`config.mk`:
```
export PLATFORM = sky130hd
export DESIGN_NAME = button_conditioner
export DESIGN_NICKNAME = d
export VERILOG_FILES = /design/src/rtl/sortvis_pkg.sv /design/src/rtl/debounce_channel.sv /design/src/rtl/button_conditioner.sv
export SDC_FILE = /design/constraint.sdc
export NUM_CORES = 1
export LEC_CHECK = 0
export BUFFER_PORTS_ARGS = -buffer_cell sky130_fd_sc_hd__buf_4
export CAP_MARGIN = 10
export CORE_ASPECT_RATIO = 1.2
export CORE_UTILIZATION = 55
export CTS_CLUSTER_DIAMETER = 150
export CTS_CLUSTER_SIZE = 40
export DETAILED_ROUTE_END_ITERATION = 8
export GPL_TIMING_DRIVEN = 0
export PLACE_DENSITY = 0.7
export SLEW_MARGIN = 30
export SYNTH_ARGS = -nofsm -noshare
export SYNTH_HDL_FRONTEND = slang
export SYNTH_SLANG_ARGS = --single-unit
```
`constraint.sdc`:
```
create_clock -name clk -period 2.93 [get_ports clk]
set_input_delay 0.586 -clock clk [delete_from_list [all_inputs] [get_ports clk]]
set_output_delay 0.586 -clock clk [all_outputs]
set_load 0.01 [all_outputs]
```
`src/rtl/sortvis_pkg.sv`:
```
// Shared definitions for the sorting visualiser front end: button indices,
// repeat FSM encoding and a counter-width helper.
package sortvis_pkg;

  localparam int BTN_C = 0;
  localparam int BTN_R = 1;
  localparam int BTN_L = 2;

  typedef enum logic [1:0] {
    ST_IDLE       = 2'd0,
    ST_HOLD       = 2'd1,
    ST_REPEAT     = 2'd2,
    ST_HELD_NOREP = 2'd3
  } rep_state_e;

  // Bits needed to hold values 0..n-1, never less than one bit.
  function automatic int cnt_width(input int n);
    return (n > 1) ? $clog2(n) : 1;
  endfunction

endpackage

```
`src/rtl/debounce_channel.sv`:
```
// One button channel: 2-flop synchroniser, stability counter, debounced level
// and registered press/release pulses. rise/fall flag next cycle's edges.
module debounce_channel
  import sortvis_pkg::*;
#(
  parameter int DEBOUNCE_CYCLES = 1_000_000
) (
  input  logic clk,
  input  logic reset,
  input  logic btn_raw,
  output logic level,
  output logic press,
  output logic rel,
  output logic rise,
  output logic fall
);

  localparam int CNT_W = cnt_width(DEBOUNCE_CYCLES + 1);

  logic             sync1_q, sync2_q;
  logic             stable_q, stable_d;
  logic [CNT_W-1:0] cnt_q, cnt_d;
  logic             press_q, press_d;
  logic             rel_q, rel_d;

  always_comb begin
    // NOTE: every output of this block gets a default first; a path that
    // left one unassigned would infer a latch.
    stable_d = stable_q;
    cnt_d    = '0;
    if (sync2_q != stable_q) begin
      if (cnt_q == CNT_W'(DEBOUNCE_CYCLES)) stable_d = sync2_q;
      else                                  cnt_d    = cnt_q + 1'b1;
    end
    press_d = stable_d & ~stable_q;
    rel_d   = ~stable_d & stable_q;
  end

  always_ff @(posedge clk) begin
    // NOTE: non-blocking assignments so every flop samples pre-edge values;
    // the synchroniser chain depends on it.
    if (reset) begin
      sync1_q  <= 1'b0;
      sync2_q  <= 1'b0;
      stable_q <= 1'b0;
      cnt_q    <= '0;
      press_q  <= 1'b0;
      rel_q    <= 1'b0;
    end else begin
      sync1_q  <= btn_raw;
      sync2_q  <= sync1_q;
      stable_q <= stable_d;
      cnt_q    <= cnt_d;
      press_q  <= press_d;
      rel_q    <= rel_d;
    end
  end

  assign level = stable_q;
  assign press = press_q;
  assign rel   = rel_q;
  assign rise  = press_d;
  assign fall  = rel_d;

endmodule

```
`src/rtl/button_conditioner.sv`:
```
// Debounced level, press/release pulses and auto-repeat fire pulses for the
// push buttons; one debounce channel and one repeat FSM per button.
module button_conditioner
  import sortvis_pkg::*;
#(
  parameter int N_BTN           = 3,
  parameter int DEBOUNCE_CYCLES = 1_000_000,
  parameter int REPEAT_DELAY    = 50_000_000,
  parameter int REPEAT_PERIOD   = 10_000_000
) (
  input  logic             clk,
  input  logic             reset,
  input  logic [N_BTN-1:0] btn_in,
  input  logic [N_BTN-1:0] repeat_en,
  output logic [N_BTN-1:0] btn_level,
  output logic [N_BTN-1:0] btn_press,
  output logic [N_BTN-1:0] btn_release,
  output logic [N_BTN-1:0] btn_fire
);

  localparam int REP_MAX = (REPEAT_DELAY > REPEAT_PERIOD) ? REPEAT_DELAY : REPEAT_PERIOD;
  localparam int REP_W   = cnt_width(REP_MAX);

  for (genvar g = 0; g < N_BTN; g++) begin : g_chan
    logic             rise, fall;
    rep_state_e       state_q, state_d;
    logic [REP_W-1:0] cnt_q, cnt_d;
    logic             fire_q, fire_d;

    debounce_channel #(
      .DEBOUNCE_CYCLES(DEBOUNCE_CYCLES)
    ) u_debounce (
      .clk    (clk),
      .reset  (reset),
      .btn_raw(btn_in[g]),
      .level  (btn_level[g]),
      .press  (btn_press[g]),
      .rel    (btn_release[g]),
      .rise   (rise),
      .fall   (fall)
    );

    // Release beats everything, then a dropped enable, then the timed fire.
    always_comb begin
      state_d = state_q;
      cnt_d   = cnt_q;
      fire_d  = 1'b0;
      unique case (state_q)
        ST_IDLE: begin
          cnt_d = '0;
          if (rise) begin
            fire_d  = 1'b1;
            state_d = repeat_en[g] ? ST_HOLD : ST_HELD_NOREP;
          end
        end
        ST_HOLD: begin
          if (fall) begin
            state_d = ST_IDLE;
            cnt_d   = '0;
          end else if (!repeat_en[g]) begin
            state_d = ST_HELD_NOREP;
            cnt_d   = '0;
          end else if (cnt_q == REP_W'(REPEAT_DELAY - 1)) begin
            fire_d  = 1'b1;
            cnt_d   = '0;
            state_d = ST_REPEAT;
          end else begin
            cnt_d = cnt_q + 1'b1;
          end
        end
        ST_REPEAT: begin
          if (fall) begin
            state_d = ST_IDLE;
            cnt_d   = '0;
          end else if (!repeat_en[g]) begin
            state_d = ST_HELD_NOREP;
            cnt_d   = '0;
          end else if (cnt_q == REP_W'(REPEAT_PERIOD - 1)) begin
            fire_d = 1'b1;
            cnt_d  = '0;
          end else begin
            cnt_d = cnt_q + 1'b1;
          end
        end
        ST_HELD_NOREP: begin
          cnt_d = '0;
          if (fall) state_d = ST_IDLE;
        end
        default: begin
          state_d = ST_IDLE;
          cnt_d   = '0;
        end
      endcase
    end

    always_ff @(posedge clk) begin
      if (reset) begin
        state_q <= ST_IDLE;
        cnt_q   <= '0;
        fire_q  <= 1'b0;
      end else begin
        state_q <= state_d;
        cnt_q   <= cnt_d;
        fire_q  <= fire_d;
      end
    end

    assign btn_fire[g] = fire_q;
  end

endmodule

```
==> results of run 1 <==
-- layer usage --
layer / vias up / wire length (um)
met3: 16 / 420
met1: 2758 / 6430
met5: - / 0
met4: 0 / 189
li1: 2996 / -
met2: 83 / 7290
-- registers in the layout, indices dropped and copies added (netlist names) --
signal                     cells
g_chan.state_q                 6
g_chan.fire_q                  3
g_chan.u_debounce.press        3
g_chan.cnt_q                  78
g_chan.u_debounce.cnt_q       60
g_chan.u_debounce.level        3
g_chan.u_debounce.sync2_q      3
g_chan.u_debounce.rel          3
g_chan.u_debounce.sync1_q      3
-- final timing paths --
check,cells past startpoint,from,to,slack [ns]
min,2,btn_in[2],g_chan[2].u_debounce.sync1_q,0.39
min reg2reg,1,g_chan[0].u_debounce.sync1_q,g_chan[0].u_debounce.sync2_q,0.44
max reg2reg,6,g_chan[0].cnt_q[12],g_chan[0].cnt_q[17],0.60
max,6,g_chan[0].cnt_q[12],g_chan[0].cnt_q[17],0.60
-- worst reg2reg max path, cell delays in order, from the launching register on --
cell	delay, ns
sky130_fd_sc_hd__dfxtp_1	0.39
sky130_fd_sc_hd__nand2_1	0.21
sky130_fd_sc_hd__nor4_1	0.65
sky130_fd_sc_hd__a21oi_1	0.19
sky130_fd_sc_hd__o211ai_2	0.37
sky130_fd_sc_hd__buf_2	0.30
sky130_fd_sc_hd__nor2_1	0.09
-- layout by cell type, fill, tap and decap left out, drive strengths merged, types with 6 or more instances in the layout --
| master | count |
|---|---|
| nor2b | 9 |
| inv | 25 |
| buf | 40 |
| and3 | 16 |
| and4 | 18 |
| xor2 | 58 |
| nand4 | 28 |
| dfxtp | 162 |
| nand2b | 8 |
| xnor2 | 66 |
| nor4 | 24 |
| nand2 | 59 |
| clkbuf | 31 |
| and2 | 6 |
| or2 | 6 |
| nor4b | 10 |
| a21oi | 14 |
| nor2 | 167 |
| nor3 | 31 |
| ha | 9 |
| nand3 | 54 |
-- power by group through the flow --
| stage | Clock (mW) | Combinational [mW] | Sequential [mW] |
|---|---|---|---|
| global route | 2.57 | 0.0820 | 2.22 |
| finish | 2.42 | 0.0724 | 2.22 |
| detailed placement | 0 | 0.0725 | 2.27 |
| floorplan | 0 | 0.0514 | 2.27 |
| CTS | 2.48 | 0.0731 | 2.22 |
| global placement | 0 | 0.0710 | 2.27 |
-- synth_stat cells (2+ instances only) --
| cell | count |
|---|---|
| sky130_fd_sc_hd__nor3_2 | 2 |
| sky130_fd_sc_hd__nand3_1 | 54 |
| sky130_fd_sc_hd__xor2_1 | 58 |
| sky130_fd_sc_hd__o211ai_2 | 2 |
| sky130_fd_sc_hd__a41oi_1 | 2 |
| sky130_fd_sc_hd__inv_1 | 25 |
| sky130_fd_sc_hd__nor2_2 | 4 |
| sky130_fd_sc_hd__buf_6 | 2 |
| sky130_fd_sc_hd__and4_1 | 17 |
| sky130_fd_sc_hd__buf_4 | 14 |
| sky130_fd_sc_hd__and2_1 | 6 |
| sky130_fd_sc_hd__ha_1 | 9 |
| sky130_fd_sc_hd__and3_1 | 16 |
| sky130_fd_sc_hd__xnor2_1 | 66 |
| sky130_fd_sc_hd__nor4b_1 | 10 |
| sky130_fd_sc_hd__and4b_1 | 2 |
| sky130_fd_sc_hd__a31oi_1 | 3 |
| sky130_fd_sc_hd__nand4bb_1 | 3 |
| sky130_fd_sc_hd__nand4_1 | 28 |
| sky130_fd_sc_hd__a21oi_1 | 14 |
| sky130_fd_sc_hd__nand2_1 | 59 |
| sky130_fd_sc_hd__nor2_1 | 163 |
| sky130_fd_sc_hd__or4_1 | 2 |
| sky130_fd_sc_hd__dfxtp_1 | 162 |
| sky130_fd_sc_hd__or2_2 | 5 |
| sky130_fd_sc_hd__nor2b_1 | 9 |
| sky130_fd_sc_hd__nand2b_1 | 8 |
| sky130_fd_sc_hd__mux2i_1 | 2 |
| sky130_fd_sc_hd__o21ai_0 | 4 |
| sky130_fd_sc_hd__nor4_1 | 23 |
| sky130_fd_sc_hd__clkbuf_1 | 9 |
| sky130_fd_sc_hd__nor4bb_1 | 5 |
| sky130_fd_sc_hd__nor3b_1 | 2 |
| sky130_fd_sc_hd__nor3_1 | 29 |
| sky130_fd_sc_hd__buf_2 | 4 |
| sky130_fd_sc_hd__buf_1 | 2 |
| sky130_fd_sc_hd__or3_1 | 3 |
-- layout make-up --
class	count	area (um2)	share of cell area [%]
plain buffers	31	189	2.24
clock buffers	22	474	5.63
well taps	168	210	2.50
repair buffers	18	135	1.60
flip-flops and latches	162	3240	38.5
inverters	25	93.8	1.11
clock inverters	10	179	2.12
multi-input cells	635	3900	46.3
-- cell families (layout without fill, tap and decap cells) --
group                      count (synthesis)  in the layout
xor gates and xnor gates                 124            124
and+or+nand+nor                          458            458
AOI/OAI and AO/OA                         41             41
DFF                                      162            162
buffers and inverters                     56            106
adders and majority gates                  9              9
muxes                                      3              3
-- metrics by stage --
| stage | instances | cell area [um2] | power (mW) | hold slack [ns] |
|---|---|---|---|---|
| global route | 1071 | 8420 | 4.88 | 0.389 |
| CTS | 1071 | 8420 | 4.78 | 0.372 |
| floorplan | 853 | 7420 | 2.32 | 0.414 |
| global placement | 1039 | 7770 | 2.34 | 0.424 |
| finish | 1071 | 8420 | 4.72 | 0.395 |
| detailed placement | 1039 | 7770 | 2.34 | 0.428 |
==> metrics list, run 1 <==
* Clock tree from TritonCTS: done
- Layer with the highest usage: met2
- After detailed routing, the number of remaining DRC violations is 0.
- Global routing met1 resource utilization: between 20% and 30%
* Parity-gate share of the synthesized area counting xor and xnor cells: 14.6%
- DR vias: 5853
- Average vias per placed instance: 5.46
- Synth Flop Type: sky130_fd_sc_hd__dfxtp_1
* Dominant cells by area after synthesis: sky130_fd_sc_hd__dfxtp_1 44%, sky130_fd_sc_hd__nor2_1 8.2%, sky130_fd_sc_hd__xnor2_1 7.8%, sky130_fd_sc_hd__xor2_1 6.8%, sky130_fd_sc_hd__nand3_1 3.6%
* Leakage dissipation: 2.71 nW
- Portion of total power attributed to combinational logic: approximately 1.5%
* Cts hold-fix bufs: 0
- The clock arrives with approximately 0.010 ns of skew.
- Routability-driven placement finished with a final weighted congestion of approximately 0.82.
- Detailed-routing iteration count for the pre-antenna-repair pass: 4
- In this run the deepest clock path goes through 2 buffers.
* Setup TNS: 0 ns
- Power density normalized to cell area: 560 mW/mm2
* Dominant combinational cell family by area after synthesis: simple AND/OR/NAND/NOR gates
- The synthesized netlist occupies a cell area of around 0.0074 mm2.
- The number of max-slew violations in the final report was 0.
- Portion of synthesized cell area occupied by the leading cell type: between 40% and 50%
* Clock power frac: roughly 50%
* Count of standard-cell rows: 46
* Clock buffer count from CTS: 17
* Fillers: ~1100
* Antenna diodes: 0
- sky130_fd_sc_hd__dfxtp_1 takes more of the synthesized area than any other cell.
- Warnings, synthesis: 0
* Root buf cell: sky130_fd_sc_hd__clkbuf_16
- Count of pins on the block boundary: 20
* Total number of clock tree sinks: between 150 and 200
- Number of flops mapped to enable cells by yosys: 0
- Post-route core utilization: between 60% and 70%
- Data arrival, critical path: ~2.6 ns
- At the placement stage, the worst setup path has a slack of roughly 0.6 ns.
- Core area: about 0.013 mm2
- Maxcap violations: 0
- CP endpoint kind: flip-flop
- Of the total synthesized cell area, the portion taken by AND, OR, NAND and NOR gates is a little under a third.
* Buffer count from post-CTS setup fixing: 0
- Number of antenna violations at the first check in global routing: 0
- Clock transition at path regs: roughly 0.06 ns
- The HPWL after detailed placement is between 10000 and 15000 um.
- In this run the worst path has a maximum fanout of 10.
* Maximum level of the CTS H-tree: 4
* Floorplan die width: ~110 um
- Entering global routing, the biggest net connects 17 pins.
- Global routing used 22.4% of the available tracks across all layers.
- The slowest stage of the critical path is the sky130_fd_sc_hd__nor4_1 cell.
* Mean instance size in the synthesized netlist: between 8 and 9 um2
- The synthesized netlist devotes approximately 4.1% of its cell area to compound gates.
- Remaining max-slew budget at the tightest pin: about two fifths
* Quantity of gates resized following cts: 0
* Final setup violation count: 0
- Worst path required time: between 3 and 4 ns
- Async S/R FF share, synth: 0%
- After synthesis, flip-flops and latches occupy 43.7% of the total area.
* Post-synthesis adder-cell area fraction: approximately 1.5%
- Relative to the synthesized area, the layout overhead comes to 13.5%.
- Met2 Track Usage GR: between 30% and 40%
* Measured slew at the worst slew-check pin: around 0.9 ns
* FF+latch count, synth: between 150 and 200
- In this run the worst hold path is classified as primary input to flip-flop.
- Die Height: around 130 um
* Total die area: 0.0140 mm2
* Sequential cell fraction of total power: a little under half
* Clock latency on the worst-skew pair: between 0.4 and 0.5 ns
- Final net count: between 900 and 1000
- Antenna-violating nets left: 0
* Starting DRT DRC Count: about 290
- After layout, the minimum clock period comes to 2.33 ns.
- Unrepaired setup endpoints after global routing: no
* Wire per inst: 13.4 um
- Slowest stage delay, CP: approximately 0.65 ns
* Final Worst Setup Slack: 0.598 ns
* Grt total ovfl: 0
- In this run the power spent charging and discharging nets is 0.898 mW.
- First-pass GRT wire length: roughly 25000 um
- Initial Utilization: a little under three fifths
* Share of post-route cells with drive strength above 1: between 10% and 20%
- The flow ran to the end, and the final reports show no timing, DRC or antenna violations.
* Critical path buffer and inverter count: 1
- Sum of routed wire length over all layers: 14300 um
* Via count of the first global-routing pass: 5619
* Critical path, cell by cell: nand2_1 > nor4_1 > a21oi_1 > o211ai_2 > buf_2 > nor2_1
- In this run the tool buffered the top-level ports with 18 buffer cells.
- Crit-path leading delay family: simple AND/OR/NAND/NOR gates
- VDD IR max: ~0.42 mV
- Synthesis produced a netlist whose cell count is 853.
- The number of different library cells used by synthesis comes to between 60 and 70.
- Crit share post-route: approximately four fifths
- By startpoint and endpoint, the worst setup path is classified as flip-flop to flip-flop.
- Worst Setup Start Kind: flip-flop
- In the global route stage, met3 resource usage came out at under 10%.
* Highest clock frequency the design can meet: 429 MHz
* Net count of the mapped netlist: 870
- Internal power: 3.82 mW
* Share of cell area taken by muxes after synthesis: less than 1%
- In this run switching power makes up between 10% and 20% of total power.
* Fin. Hold Viols: 0
No activity file was read; power rests on OpenSTA's default activity.
==> run 2: changes to the inputs <==
- clock period: 2.93 -> 2.3 ns (I/O delays scaled with it)
==> run 2 against run 1 <==
  * Non-clock buffer count is 2 higher
  * Clock skew is 0.0024 ns lower
  * Setup slack worse by 0.44 ns
  * Via count is 0.67% higher
  * Routed wire length is 1.1% higher
  * Sequential cell count stayed put
  * Register-to-register slack worse by 0.44 ns
==> metrics list, run 2 (synthesized netlist as in run 1, its figures left out) <==
* Outcome: finished, final reports clean
- The routed layout has ~6000 vias.
- The first routing iteration left roughly 290 violations.
* Total die area: around 0.014 mm2
- Summed over all cells, the static leakage comes to roughly 2.7 nW.
- The floorplan has 46 rows.
- Remaining max-slew budget at the tightest pin: 47.0%
- Final estimated routing congestion in global placement: between 0.8 and 0.9
- Worst path required time: between 2 and 3 ns
- Clock tree from TritonCTS: done
* Pin count of the biggest net entering global routing: 20
- Crit-path max FO: 10
* First-pass GRT wire length: around 25000 um
- The hold violation count in the final report was 0.
- STA classifies the critical path endpoint as a flip-flop.
- For the pin with the worst max-slew slack, the measured transition is between 0.7 and 0.8 ns.
- Crit share post-route: around 93%
- Prior to clock tree synthesis, the placed netlist has a worst setup slack of -0.0125 ns.
* Final number of max-transition violations: 0
* Power consumption: roughly 6.0 mW
* Commonest non-fill, non-tap cells in the layout: 163 x sky130_fd_sc_hd__nor2_1, 162 x sky130_fd_sc_hd__dfxtp_1, 66 x sky130_fd_sc_hd__xnor2_1
- The count of nets left with antenna violations once routing finished came out at 0.
- Wire per inst: about 14 um
- Minimum clock period after layout: 2.15 ns
* Number of antenna violations at the first check in global routing: 0
- Via count of the first global-routing pass: between 5000 and 6000
- Detailed-routing iteration count for the pre-antenna-repair pass: 5
- The die is roughly 130 um tall.
- After clock tree synthesis, the clock-pin slew on the worst setup and hold paths is roughly 0.060 ns.
- The library cell used most frequently in the layout, excluding fill and tap cells, is sky130_fd_sc_hd__nor2_1.
* Grt total ovfl: 0
- Register containing the most flip-flops in the final layout: g_chan.cnt_q
- For this design the ratio of total power to cell area is 711 mW/mm2.
- The register with the most flip-flops in the layout has between 70 and 80 of them.
- The worst setup path is launched from a flip-flop.
- Core area: roughly 0.013 mm2
- Detailed placement finished with a half-perimeter wire length of approximately 10000 um.
- Across all setup checks in the final design, the least slack found is between 0.15 and 0.2 ns.
- Min-delay worst type: primary input to flip-flop
* Largest registers in the final layout: g_chan.cnt_q x78, g_chan.u_debounce.cnt_q x60, g_chan.state_q x6
- Clock latency on the worst-skew pair: about 0.42 ns
- The longest clock path from root to sink contains 2 buffers.
* Clock buffer count from CTS: 17
- Initial Utilization: between 50% and 60%
- Maxcap violations: 0
- In this run the tool buffered the top-level ports with 18 buffer cells.
- The tree is rooted in a sky130_fd_sc_hd__clkbuf_16.
* Floorplan die width: about 110 um
- Setup TNS: 0 ns
* Antenna diodes: 0
- Clock skew on the completed layout was measured at approximately 0.008 ns.
- For this design the top-level I/O count stands at 20.
- Data arrival, critical path: approximately 2.5 ns
- Across the VDD grid, the largest voltage drop is 0.554 mV.
- Average vias per placed instance: between 5 and 6
* Area Growth Syn to Fin: 14.1%
- Post-route core utilization: 64.2%
- Based on the critical path, the design can be clocked at up to about 470 MHz.
- Final setup violation count: 0
* Share of post-route cells with drive strength above 1: approximately 11%
* Sum of routed wire length over all layers: roughly 14000 um
- By startpoint and endpoint, the worst setup path is classified as flip-flop to flip-flop.
* Total number of clock tree sinks: between 150 and 200
- DRC violation count after routing: 0
- At the end of the flow, the number of nets in the layout was just over 900.
- In the global route stage, overall resource usage came out at 22.4%.
* Maximum level of the CTS H-tree: 4
## run 2: cell types whose count changed in the layout (fill, tap and decap cells not counted)
| cell | before | now |
|---|---|---|
| sky130_fd_sc_hd__nor4_2 | 0 | 1 |
| sky130_fd_sc_hd__nand2_2 | 0 | 3 |
| sky130_fd_sc_hd__buf_1 | 2 | 1 |
| sky130_fd_sc_hd__clkbuf_1 | 11 | 9 |
| sky130_fd_sc_hd__nor3_1 | 29 | 28 |
| sky130_fd_sc_hd__nor3_2 | 2 | 3 |
| sky130_fd_sc_hd__nor4_1 | 23 | 22 |
| sky130_fd_sc_hd__clkbuf_2 | 0 | 1 |
| sky130_fd_sc_hd__buf_4 | 32 | 37 |
| sky130_fd_sc_hd__nand2_1 | 59 | 56 |
| sky130_fd_sc_hd__buf_2 | 4 | 3 |
## run 2: layout make-up
cell class              instances  area (um2)
inverters                      25        93.8
clock buffers                  22         474
clock inverters                10         179
well taps                     168         210
plain buffers                  29         185
flip-flops and latches        162        3240
fillers                      1105        4710
multi-input cells             635        3920
repair buffers                 22         165
## run 2: critical path: stages (launching register included)
cell	delay [ns]
sky130_fd_sc_hd__dfxtp_1	0.39
sky130_fd_sc_hd__inv_1	0.06
sky130_fd_sc_hd__ha_1	0.20
sky130_fd_sc_hd__nor4bb_1	0.12
sky130_fd_sc_hd__and3_1	0.16
sky130_fd_sc_hd__clkbuf_1	0.15
sky130_fd_sc_hd__a31oi_1	0.35
sky130_fd_sc_hd__o211ai_2	0.27
sky130_fd_sc_hd__buf_4	0.25
sky130_fd_sc_hd__nor2_1	0.13
## run 2: metrics by stage
| step | cells | hold slack, ns | instance area [um2] |
|---|---|---|---|
| 6_report | 1073 | 0.269 | 8470 |
| 5_1_grt | 1073 | 0.263 | 8470 |
| 4_1_cts | 1070 | 0.246 | 8420 |
| 3_5_place_dp | 1039 | 0.428 | 7770 |
| 3_3_place_gp | 1039 | 0.424 | 7770 |
| 2_1_floorplan | 853 | 0.414 | 7420 |
## run 2: layer usage
layer	GRT usage, %	wire (um)	vias to the layer above
met4	11.3	339	0
met2	38.4	7230	97
met5	0	0	-
met3	4.73	470	29
met1	26.3	6450	2770
li1	-	-	2996
## run 2: worst paths after layout
kind,cells after the start,from,end,slack (ns)
max,9,g_chan[0].u_debounce.cnt_q[0],g_chan[0].cnt_q[17],0.15
min,2,btn_in[2],g_chan[2].u_debounce.sync1_q,0.27
max reg2reg,9,g_chan[0].u_debounce.cnt_q[0],g_chan[0].cnt_q[17],0.15
min reg2reg,1,g_chan[0].u_debounce.sync1_q,g_chan[0].u_debounce.sync2_q,0.44
## run 2: power breakdown
group | switching, mW | total (mW) | internal (mW)
combinational | 0.0540 | 0.0927 | 0.0387
clock | 1.09 | 3.10 | 2.01
sequential | 0.0126 | 2.83 | 2.82
## run 2: timing repair
action	CTS	global route
gates resized for setup	0	9
setup endpoints to repair	10	67
hold buffers	0	0
pin swaps	0	2
buffers inserted	0	4
==> run 3: changes to the inputs <==
- GPL_TIMING_DRIVEN: 0 -> not set
- RECOVER_POWER: not set -> 25
==> run 3 against run 2 <==
  * Combinational power decreased by 2%
  * Highest routed layer unchanged
  * Non-clock buffer count decreased by 19
  * Register-to-register slack improved by 0.12 ns
  * Final area decreased by 2.8%
  * Die area unchanged
  * Utilization decreased by 1.8 points
  * Global-route usage decreased by 0.86 points
  * Sequential power about the same
  * Sequential share of layout area increased by 1.1 points
  * Sequential cell count unchanged
  * Largest power group is now sequential cells
  * Via count decreased by 2.1%
==> metrics list, run 3 (synthesized netlist as in run 1, its figures left out) <==
- Power spread over the standard cell area amounts to roughly 690 mW/mm2.
- The first detailed-routing pass took 5 iterations.
- The number of max-slew violations in the final report was 0.
* Number of buffers added on ports: 19
- The first global-routing pass estimated between 20000 and 25000 um of wire.
* Most common library cell in the layout ignoring fill and taps: sky130_fd_sc_hd__nor2_1
* Floorplan die width: around 110 um
* Final net count: around 900
- Skew final: 0.0114 ns
- Worst Setup Start Kind: flip-flop
- DR vias: between 5000 and 6000
* Critical path buffer and inverter count: 1
- Post-route worst hold slack: approximately 0.26 ns
- The critical path is of the flip-flop to flip-flop type.
- Data arrival, critical path: between 2 and 2.5 ns
* Highest clock frequency the design can meet: between 400 and 500 MHz
- The number of hold buffers added after CTS was 0.
- For this design the static power due to leakage is approximately 2.6 nW.
- Summed over all layers, the routed wires come to between 10000 and 15000 um.
- The register with the most flip-flops in the layout has 78 of them.
- Dividing the final minimum period by the clock period gives between 80% and 90%.
* Highest-delay cell along the critical path: sky130_fd_sc_hd__or4_4
- VDD IR max: roughly 0.47 mV
- Fillers: about 1100
- Worst path required time: around 2.6 ns
- The floorplan has 46 rows.
- Detailed placement ended at an HPWL of roughly 10000 um.
- Of the total power, the share spent switching nets is about a fifth.
- Total cell area at the placement stage: roughly 0.0077 mm2
* Fin. Hold Viols: 0
- Of the cells placed in the final design, the portion with a size suffix greater than 1 is 8.02%.
* Largest registers in the final layout: g_chan.cnt_q x78, g_chan.u_debounce.cnt_q x60, g_chan.state_q x6
- Root buf cell: sky130_fd_sc_hd__clkbuf_16
* Cell Count Post-Placement: 1022
* Commonest non-fill, non-tap cells in the layout: 163 x sky130_fd_sc_hd__nor2_1, 162 x sky130_fd_sc_hd__dfxtp_1, 66 x sky130_fd_sc_hd__xnor2_1
- Final estimated routing congestion in global placement: 0.788
* Die Height: between 100 and 150 um
- Setup repair after global routing left no endpoint under its margin.
- CTS Buffer Depth: 2
* Wire per inst: 13.4 um
- In this run the count of I/O pins placed on the die edge is 20.
* Quantity of gates resized following cts: 0
- Walking the worst path, the cells encountered are or4_4 > nor4_4 > a21oi_1 > o21ai_4 > buf_12 > nor2_1.
- Measured slew at the worst slew-check pin: ~1.1 ns
- TritonCTS built the clock tree.
* Outcome: finished, final reports clean
* Antenna-violating nets left: 0
- Setup TNS: 0 ns
* Min-delay worst type: primary input to flip-flop
* GR Util All Layers: a little over a fifth
- Dividing the detail-routed via count by the number of cells gives around 5.5.
* DRC violation count after routing: 0
* Internal power: 4.53 mW
* Via count of the first global-routing pass: around 5500
* Maxcap violations: 0
- The analysis attributes to net switching a power of around 1.1 mW.
- Clock buffer count from CTS: 17
- On the worst path, the slowest cell contributes a delay of about 0.56 ns.
- Sequential cells account for 49.9% of the total power.
- After global routing the overflow that remains totals 0.
* Crit-path leading delay family: simple AND/OR/NAND/NOR gates
* Crit-path max FO: 26
- Total number of clock tree sinks: about 160
* Final setup violation count: 0
- Number of antenna violations at the first check in global routing: 0
* Pin count of the biggest net entering global routing: 27
- After clock tree synthesis, the clock-pin slew on the worst setup and hold paths is ~0.060 ns.
- Clock power frac: around half
* Power consumption: 5.67 mW
- Minimum clock period after layout: 2.03 ns
- 0 antenna diodes ended up in the layout.
* Starting DRT DRC Count: 276
* Buffer count from post-CTS setup fixing: 0
- Clock latency on the worst-skew pair: 0.42 ns
- With fillers left out, the area of the finished cells amounts to just over 0.008 mm2.
- Remaining max-slew budget at the tightest pin: between 20 and 30%
- After the flow finishes, the layout carries non-filler instances totaling roughly 1100.
- Register containing the most flip-flops in the final layout: g_chan.cnt_q
- Compared with the post-synthesis result, the final layout area differs by 10.8%.
- Initial Utilization: a little under three fifths
- Of the total power, combinational logic draws 1.6%.
- Core area: roughly 0.013 mm2
- The H-tree was split into 4 levels.
- CP endpoint kind: flip-flop
- Total die area: roughly 0.014 mm2
==> run 3: changes by cell type in the layout (fill, tap and decap cells not counted), moves of 2 or more <==
cell | previous run | this run
sky130_fd_sc_hd__buf_4 | 37 | 17
sky130_fd_sc_hd__clkbuf_1 | 9 | 15
sky130_fd_sc_hd__buf_2 | 3 | 0
sky130_fd_sc_hd__bufinv_16 | 5 | 2
sky130_fd_sc_hd__clkinvlp_4 | 0 | 3
sky130_fd_sc_hd__nand2_1 | 56 | 59
sky130_fd_sc_hd__nand2_2 | 3 | 0
sky130_fd_sc_hd__buf_6 | 2 | 0
==> run 3: final timing paths <==
kind	startpoint	end	slack, ns	depth (start not counted)
setup / recovery	g_chan[2].cnt_q[7]	g_chan[2].cnt_q[4]	0.27	6
hold / removal	btn_in[0]	g_chan[0].u_debounce.sync1_q	0.26	2
setup reg to reg	g_chan[2].cnt_q[7]	g_chan[2].cnt_q[4]	0.27	6
hold reg to reg	g_chan[2].u_debounce.sync1_q	g_chan[2].u_debounce.sync2_q	0.44	1
==> run 3: power by group through the flow <==
stage	logic [mW]	registers [mW]	clock network [mW]
after detailed placement	0.0926	2.89	0
after global routing	0.102	2.83	2.94
after global placement	0.0881	2.89	0
final	0.0912	2.83	2.75
after floorplan	0.0655	2.89	0
after CTS	0.0929	2.83	2.81
==> run 3: final cells by class <==
class / count / area, um2 / area share [%]
clock buffer: 22 / 474 / 5.76
clock inverter: 9 / 106 / 1.29
inverter: 25 / 93.8 / 1.14
multi-input combinational: 635 / 3900 / 47.4
sequential: 162 / 3240 / 39.4
tap: 168 / 210 / 2.56
timing repair buffer: 32 / 201 / 2.45
==> run 3: per-layer routing <==
metal / part of all wire (%) / GRT usage (%) / wire [um]
met1: 46 / 25.5 / 6480
met2: 50 / 36.9 / 7100
met3: 3.0 / 5.33 / 426
met4: 1.0 / 8.78 / 148
met5: 0 / 0 / 0
==> run 3: stage by stage <==
stage / utilization [%] / setup WS (ns)
floorplan: - / 0.368
global placement: 58.4 / 0.336
detailed placement: 58.4 / 0.288
CTS: 62.8 / 0.263
global route: 62.4 / 0.116
finish: 62.4 / 0.272
